==> src/rtl/cfu_l2_l1_shim_pkg.sv <==
// Shared status type, widths and elaboration-time parameter checks for the
// CFU-L2 to CFU-L1 shim.
package cfu_l2_l1_shim_pkg;

  localparam int CFU_STATUS_W = 3;

  typedef enum logic [CFU_STATUS_W-1:0] {
    CFU_STATUS_OK      = 3'd0,
    CFU_STATUS_ERR     = 3'd1,
    CFU_STATUS_ILLEGAL = 3'd2
  } cfu_status_e;

  function automatic bit check_param(input int value, input int lo, input int hi);
    return (value >= lo) && (value <= hi);
  endfunction

  function automatic bit check_param_pos(input int value);
    return value >= 1;
  endfunction

endpackage

==> src/rtl/cfu_l2_l1_shim_queue.sv <==
// Response FIFO for the shim: N entries of W bits, head visible on rdata.
// The caller never pushes into a full queue without a simultaneous pop.
module cfu_l2_l1_shim_queue #(
  parameter int W = 8,
  parameter int N = 4
) (
  input  logic         clk,
  input  logic         rst_n,
  input  logic         push,
  input  logic [W-1:0] wdata,
  input  logic         pop,
  output logic [W-1:0] rdata,
  output logic         full,
  output logic         empty
);

  localparam int PW = (N > 1) ? $clog2(N) : 1;
  localparam int CW = $clog2(N + 1);

  logic [W-1:0]  mem [N];
  logic [PW-1:0] wr_ptr;
  logic [PW-1:0] rd_ptr;
  logic [CW-1:0] cnt;
  logic          do_pop;

  function automatic logic [PW-1:0] ptr_inc(input logic [PW-1:0] p);
    return (p == PW'(N - 1)) ? '0 : p + PW'(1);
  endfunction

  assign full   = (cnt == CW'(N));
  assign empty  = (cnt == '0);
  assign do_pop = pop && !empty;
  assign rdata  = mem[rd_ptr];

  // NOTE: the storage array is deliberately not reset; cnt and the pointers
  // are, and an empty queue never exposes mem to the consumer.
  always_ff @(posedge clk) begin
    if (push) mem[wr_ptr] <= wdata;
  end

  always_ff @(posedge clk) begin
    if (!rst_n) begin
      wr_ptr <= '0;
      rd_ptr <= '0;
      cnt    <= '0;
    end else begin
      if (push)   wr_ptr <= ptr_inc(wr_ptr);
      if (do_pop) rd_ptr <= ptr_inc(rd_ptr);
      cnt <= cnt + CW'(push) - CW'(do_pop);
    end
  end

endmodule

==> src/rtl/cfu_l2_l1_shim.sv <==
// CFU-L2 (valid/ready) target port to CFU-L1 (fixed latency) leaf adapter.
// Optional latency-protocol checker: define CFU_L2_L1_SHIM_LAT_CHECK_EN.
module cfu_l2_l1_shim
  import cfu_l2_l1_shim_pkg::*;
#(
  parameter int CFU_STATE_ID_W = 1,
  parameter int CFU_FUNC_ID_W  = 10,
  parameter int CFU_INSN_W     = 0,
  parameter int CFU_DATA_W     = 32,
  parameter int LATENCY        = 2,
  parameter int DEPTH          = 8,
  localparam int INSN_W        = (CFU_INSN_W > 0) ? CFU_INSN_W : 1
) (
  input  logic                      clk,
  input  logic                      rst_n,
  input  logic                      clk_en,
  input  logic                      req_valid,
  output logic                      req_ready,
  input  logic [CFU_STATE_ID_W-1:0] req_state,
  input  logic [CFU_FUNC_ID_W-1:0]  req_func,
  input  logic [INSN_W-1:0]         req_insn,
  input  logic [CFU_DATA_W-1:0]     req_data0,
  input  logic [CFU_DATA_W-1:0]     req_data1,
  output logic                      resp_valid,
  input  logic                      resp_ready,
  output logic [CFU_STATUS_W-1:0]   resp_status,
  output logic [CFU_DATA_W-1:0]     resp_data,
  output logic                      l1_clk_en,
  output logic                      l1_req_valid,
  output logic [CFU_STATE_ID_W-1:0] l1_req_state,
  output logic [CFU_FUNC_ID_W-1:0]  l1_req_func,
  output logic [INSN_W-1:0]         l1_req_insn,
  output logic [CFU_DATA_W-1:0]     l1_req_data0,
  output logic [CFU_DATA_W-1:0]     l1_req_data1,
  input  logic                      l1_resp_valid,
  input  logic [CFU_STATUS_W-1:0]   l1_resp_status,
  input  logic [CFU_DATA_W-1:0]     l1_resp_data,
  output logic                      lat_err
);

  localparam int CNT_W = $clog2(DEPTH + 1);
  localparam int ENT_W = CFU_STATUS_W + CFU_DATA_W;

  if (!check_param(LATENCY, 0, 15)) begin : g_bad_latency
    $error("cfu_l2_l1_shim: LATENCY must be in 0..15");
  end
  if (!check_param_pos(DEPTH)) begin : g_bad_depth
    $error("cfu_l2_l1_shim: DEPTH must be at least 1");
  end

  logic [CNT_W-1:0] count;
  logic             req_hs;
  logic             resp_hs;
  logic             push;
  logic             q_full;
  logic             q_empty;
  logic [ENT_W-1:0] q_rdata;

  assign l1_clk_en  = clk_en;
  // Credits cover the leaf pipe and the buffer, so ready depends on count only.
  assign req_ready  = (count < CNT_W'(DEPTH));
  assign req_hs     = clk_en && req_valid && req_ready;
  assign resp_valid = !q_empty;
  assign resp_hs    = clk_en && resp_valid && resp_ready;
  assign push       = clk_en && l1_resp_valid && (!q_full || resp_hs);
  assign {resp_status, resp_data} = resp_valid ? q_rdata : '0;

  // NOTE: all registered state uses non-blocking assignments so every
  // always_ff reads pre-edge values regardless of evaluation order.
  always_ff @(posedge clk) begin
    if (!rst_n) begin
      count        <= '0;
      l1_req_valid <= 1'b0;
      l1_req_state <= '0;
      l1_req_func  <= '0;
      l1_req_insn  <= '0;
      l1_req_data0 <= '0;
      l1_req_data1 <= '0;
    end else if (clk_en) begin
      l1_req_valid <= req_hs;
      if (req_hs) begin
        l1_req_state <= req_state;
        l1_req_func  <= req_func;
        l1_req_insn  <= req_insn;
        l1_req_data0 <= req_data0;
        l1_req_data1 <= req_data1;
      end
      if (req_hs && !resp_hs)      count <= count + CNT_W'(1);
      else if (!req_hs && resp_hs) count <= count - CNT_W'(1);
    end
  end

  cfu_l2_l1_shim_queue #(
    .W (ENT_W),
    .N (DEPTH)
  ) u_resp_q (
    .clk   (clk),
    .rst_n (rst_n),
    .push  (push),
    .wdata ({l1_resp_status, l1_resp_data}),
    .pop   (resp_hs),
    .rdata (q_rdata),
    .full  (q_full),
    .empty (q_empty)
  );

`ifdef CFU_L2_L1_SHIM_LAT_CHECK_EN
  // exp_sr[k] is set when a request was issued to the leaf k cycles ago.
  logic [LATENCY:0]   exp_sr;
  logic [LATENCY+1:0] exp_shift;
  logic               drop;
  logic               lat_err_q;

  assign exp_shift = {exp_sr, req_hs};
  assign drop      = clk_en && l1_resp_valid && !push;

  always_ff @(posedge clk) begin
    if (!rst_n) begin
      exp_sr    <= '0;
      lat_err_q <= 1'b0;
    end else if (clk_en) begin
      exp_sr <= exp_shift[LATENCY:0];
      if ((l1_resp_valid != exp_sr[LATENCY]) || drop) lat_err_q <= 1'b1;
    end
  end

  assign lat_err = lat_err_q;
`else
  assign lat_err = 1'b0;
`endif

endmodule
==> config.mk <==
export PLATFORM = sky130hd
export DESIGN_NAME = cfu_l2_l1_shim
export DESIGN_NICKNAME = d
export VERILOG_FILES = /design/src/rtl/cfu_l2_l1_shim_pkg.sv /design/src/rtl/cfu_l2_l1_shim_queue.sv /design/src/rtl/cfu_l2_l1_shim.sv
export SDC_FILE = /design/constraint.sdc
export NUM_CORES = 1
export LEC_CHECK = 0
export BUFFER_PORTS_ARGS = -buffer_cell sky130_fd_sc_hd__buf_2
export CORE_MARGIN = 5
export CORE_UTILIZATION = 50
export DETAILED_ROUTE_END_ITERATION = 16
export GPL_TIMING_DRIVEN = 1
export PLACE_DENSITY = 0.72
export SLEW_MARGIN = 20
export SYNTH_ARGS = -nofsm -noshare
export SYNTH_HDL_FRONTEND = slang
export SYNTH_SLANG_ARGS = --single-unit
==> constraint.sdc <==
create_clock -name clk -period 4.8 [get_ports clk]
set_input_delay 0.72 -clock clk [delete_from_list [all_inputs] [get_ports clk]]
set_output_delay 0.72 -clock clk [all_outputs]
set_load 0.02 [all_outputs]
# Yosys cells after proc, flatten, opt, wreduce, memory -nomap -nowiden
# Memories as Yosys holds them, arrays and structs flattened. A register that Yosys moved wholly into a read port is not among the register bits.
# Index checks and enable logic that the tools add are counted.
# word_totals
wordCells	48
n_memories	1
out_inout_bits	116
regBits	91
in_bits	117
mem_bits_rw	280
# memory_table
memory	words	word_bits	read_ports	rd_clocked_by_memory_dff	wr	line	source
u_resp_q.mem	8	35	1	1	1	cfu_l2_l1_shim_queue.sv:20	logic [W-1:0] mem [N];
# op_classes
add_sub_neg	6
order_cmp	1
n_eq_ne	3
n_reduce_logical	18
mux	9
# ops
cell	n
two-way mux 35 bit	1
two-way mux 3 bit	4
logical AND 1 bit	9
two-way mux 4 bit	2
adder 3 x 1 -> 3 bit, second input constant	2
== test 3 bit, second input constant	2
adder 4 x 1 -> 4 bit	1
adder 4 x 1 -> 4 bit, second input constant	1
== test 4 bit, second input constant	1
zero test 1 bit	4
zero test 4 bit	1
less-than comparator 4 bit, second input constant	1
AND reduction 2 bit	2
subtractor 4 x 1 -> 4 bit	1
subtractor 4 x 1 -> 4 bit, second input constant	1
two-way mux 1 bit	2
nonzero test 2 bit	1
logical OR 1 bit	1

# Longest topological paths before layout
# depth
ltp_word	8
depth_mapped	12

# Hierarchy
# From an unflattened synthesis, not the netlist that was laid out.
# hier_totals
cells_unflattened	888
area_unflattened_um2	14839.2
# modules_own_cells
mod	area_per_inst_um2	cells_each	seq_area_each_um2	n_inst
cfu_l2_l1_shim_queue	11462.2	481	8668.3	1
cfu_l2_l1_shim	3377.0	407	1621.6	1

# Worst setup path before layout
# OpenSTA, ideal clock, no wires.
# synth_timing
kind	input -> register
from	in resp_ready
to	mem u_resp_q.mem[4][0] (netlist bit), enable pin
cell_stages	4
arrival_ps	3902
t_required_ps	4322
setup_slack_ps	420
setup_ps	478
path_cell_list	nand2b_1 a31oi_2 nand2b_1 nor3b_1
# synth_via
elab_chain_len	5
# synth_rtl
element	line	source
start: declaration	cfu_l2_l1_shim.sv:25	input logic resp_ready,
logical AND 1 bit	cfu_l2_l1_shim.sv:64	assign resp_hs = clk_en && resp_valid && resp_ready;
logical OR 1 bit	cfu_l2_l1_shim.sv:65	assign push = clk_en && l1_resp_valid && (!q_full || resp_hs);
logical AND 1 bit	cfu_l2_l1_shim.sv:65	
via push	cfu_l2_l1_shim.sv:54	logic push;
two-way mux 1 bit	cfu_l2_l1_shim_queue.sv:38	if (push) mem[wr_ptr] <= wdata;
two-way mux 1 bit (implied by the code)	cfu_l2_l1_shim_queue.sv:38	
end: declaration	cfu_l2_l1_shim_queue.sv:20	
# The timed path passes the listed nets, and every way through them passes these cells.

==> metrics.csv <==
metric;value;unit
status;complete, no violations;
fin_tns_setup;0;ns
dieWidth;180.1;um
post_drt_via_cell_ratio;5.257;
worstPathArrival;2.80;ns
cts_hold_buf;0;
clkLatencyLatePin;0.52;ns
setup.worst_path.end_class;output port;
critPathTopFamily;flip-flops;
p_leak;0.006120;uW
rows;62;
grt_pass1_vias;8396;
ctsResizeCount;0;
dr.pass1.iters;7;
grt_pass1_wl;46450;um
io_buffers;231;
io_pins;233;
critPathRequiredTime;4.08;ns
clk_pin_slew;0.06;ns
tightest_slew;1.026;ns
final_max_slew_viol_count;0;
ir_worst_vdd;266.5;uV
yosysWarnings;0;
startpoint_type;flip-flop;
finish.utilization;59.78;%
rsz0062_at_grt;false;
period_needed;3.517;ns
synth_top_area_share;58.10;%
relSlewSlack;31.60;%
pwr_density_cell;438.8;nW/um2
vias;8053;
worstSetupPathType;reg -> out;
grt_use_total;18.04;%
finalHoldViolCount;0;
drtAntennaViolNets;0;
critical_path.max_stage_delay;0.89;ns
synth_nets;1015;
wl;29740;um
ys_seq_elements;374;
critPathSlowestCell;dfxtp_4;
die_h;180.1;um
path_buf_inv;2;
cts.sinks;374;
start_util;50.56;%
drtIter0Drc;428;
synth_area_leaders;edfxtp_1, dfxtp_1, mux4_2;
globalplace.congestion;0.7345;
fmax;284.3;MHz
cts_buffers;38;
max-clock-path-buffers;3;
area_growth;18.24;%
grt_start_max_net_pins;96;
setup_viol;0;
cts_tree;yes;
avgRoutedWirePerCell;19.42;um
min_period_over_period;73.27;%
root_buffer;clkbuf_16;
crit_chain;buf_12, mux4_1, mux2i_1, nor2_1, buf_2;
layout_common_cells;edfxtp_1, buf_2, nand2_1;
coreArea;28630;um2
grt_antenna_before_repair;3;
cts.htree.levels;2;
syn_area;14470;um2
synth_top_area_cell;edfxtp_1;
post_cts.repair.setup_buffers;0;
fp.dieArea;32450;um2
fill_cells;2171;
seqCellArea;10300;um2
globalRouteOverflowTotal;0;
fin_skew;0.01341;ns
drc;0;
final_layout_size_suffix_gt1_share;32.60;%
avgSynthCellArea;16.37;um2
maxCapViolCount;0;
layout_commonest_cell;edfxtp_1;
hpwl;17740;um
synth_cell_type_count;34;
seq_area_frac_synth;71.10;%
multi_input_area;3906;um2
hp-class;in -> reg;
crit_fanout;41;
syn_inst;884;
fin_nets;1247;
==> sequential cells by signal (all words and copies together) (netlist names), named ones only <==
register         flops
l1_req_data0        32
l1_req_func         10
u_resp_q.mem       280
l1_req_insn          1
count                4
l1_req_valid         1
u_resp_q.wr_ptr      3
u_resp_q.rd_ptr      3
l1_req_state         1
u_resp_q.cnt         4
l1_req_data1        32
==> worst paths after layout <==
| check | startpoint | endpoint | slack [ns] | cells past startpoint |
|---|---|---|---|---|
| min | req_data0[10] | l1_req_data0[10] | 0.45 | 3 |
| max reg2reg | u_resp_q.cnt[2] | count[3] | 1.89 | 12 |
| max | flip-flop | resp_data[21] | 1.28 | 5 |
| min reg2reg | l1_req_data0[10] | l1_req_data0[10] | 0.45 | 2 |
==> stage by stage <==
step	power, uW	cells	hold slack [ns]	cell area (um2)	setup slack, ns
after floorplan	4560	884	0.4347	14470	0.4198
after global placement	4947	1460	0.4416	15990	1.785
after detailed placement	4968	1460	0.4506	15990	1.782
after CTS	7600	1528	0.4276	17100	1.203
after global routing	7850	1531	0.4354	17110	1.055
final	7510	1532	0.4466	17110	1.283
==> worst reg2reg max path: stages (launching register included) <==
cell     delay, ns
dfxtp_1       0.30
inv_1         0.09
ha_1          0.17
nor3b_2       0.15
buf_4         0.45
or2_1         0.31
ha_1          0.21
inv_1         0.09
ha_1          0.28
a21o_1        0.18
a21oi_1       0.17
mux2i_1       0.23
mux2i_1       0.19
==> cell families after synthesis <==
family	after synthesis	synth area share, %
multiplexers	112	14.01
adder cells (fa/ha/maj)	14	1.314
AO/OA/AOI/OAI	86	4.478
buffers and inverters	61	2.291
flip-flops	374	71.10
AND/OR/NAND/NOR	232	6.544
other	1	0.02591
XOR/XNOR	4	0.2421
==> cell usage after synthesis (all sizes together) <==
master / n
nand3: 1
xnor2: 1
nor2: 39
fa: 2
nand2b: 4
mux2i: 42
nand3b: 1
inv: 7
mux4: 70
and2: 5
nand2: 164
buf: 33
or2: 1
a21boi: 80
or3: 2
a21oi: 2
a21o: 2
xor2: 3
nor3: 2
o211a: 1
nor2b: 8
ha: 12
edfxtp: 280
dfxtp: 94
a31oi: 1
clkbuf: 21
nor3b: 5
conb: 1
==> power by group <==
| group | switching [uW] | internal [uW] |
|---|---|---|
| clock | 1150 | 1480 |
| combinational | 729 | 479 |
| sequential | 84.2 | 3580 |
==> metal layers <==
metal | routed length, um | global-route usage (%) | up-vias
li1 | - | - | 3771
met1 | 12040 | 22.60 | 3975
met2 | 14810 | 30.72 | 266
met3 | 2293 | 5.551 | 41
met4 | 599 | 5.051 | 0
met5 | 0 | 0 | -
==> layout make-up <==
cell class / instances / share of cell area [%]
sequential: 374 / 60.17
multi-input combinational: 449 / 22.83
timing repair buffer: 246 / 7.487
clock buffer: 48 / 5.857
tap: 384 / 2.808
clock inverter: 20 / 0.6434
inverter: 7 / 0.1535
antenna: 4 / 0.05849
No activity file was read; power rests on OpenSTA's default activity.
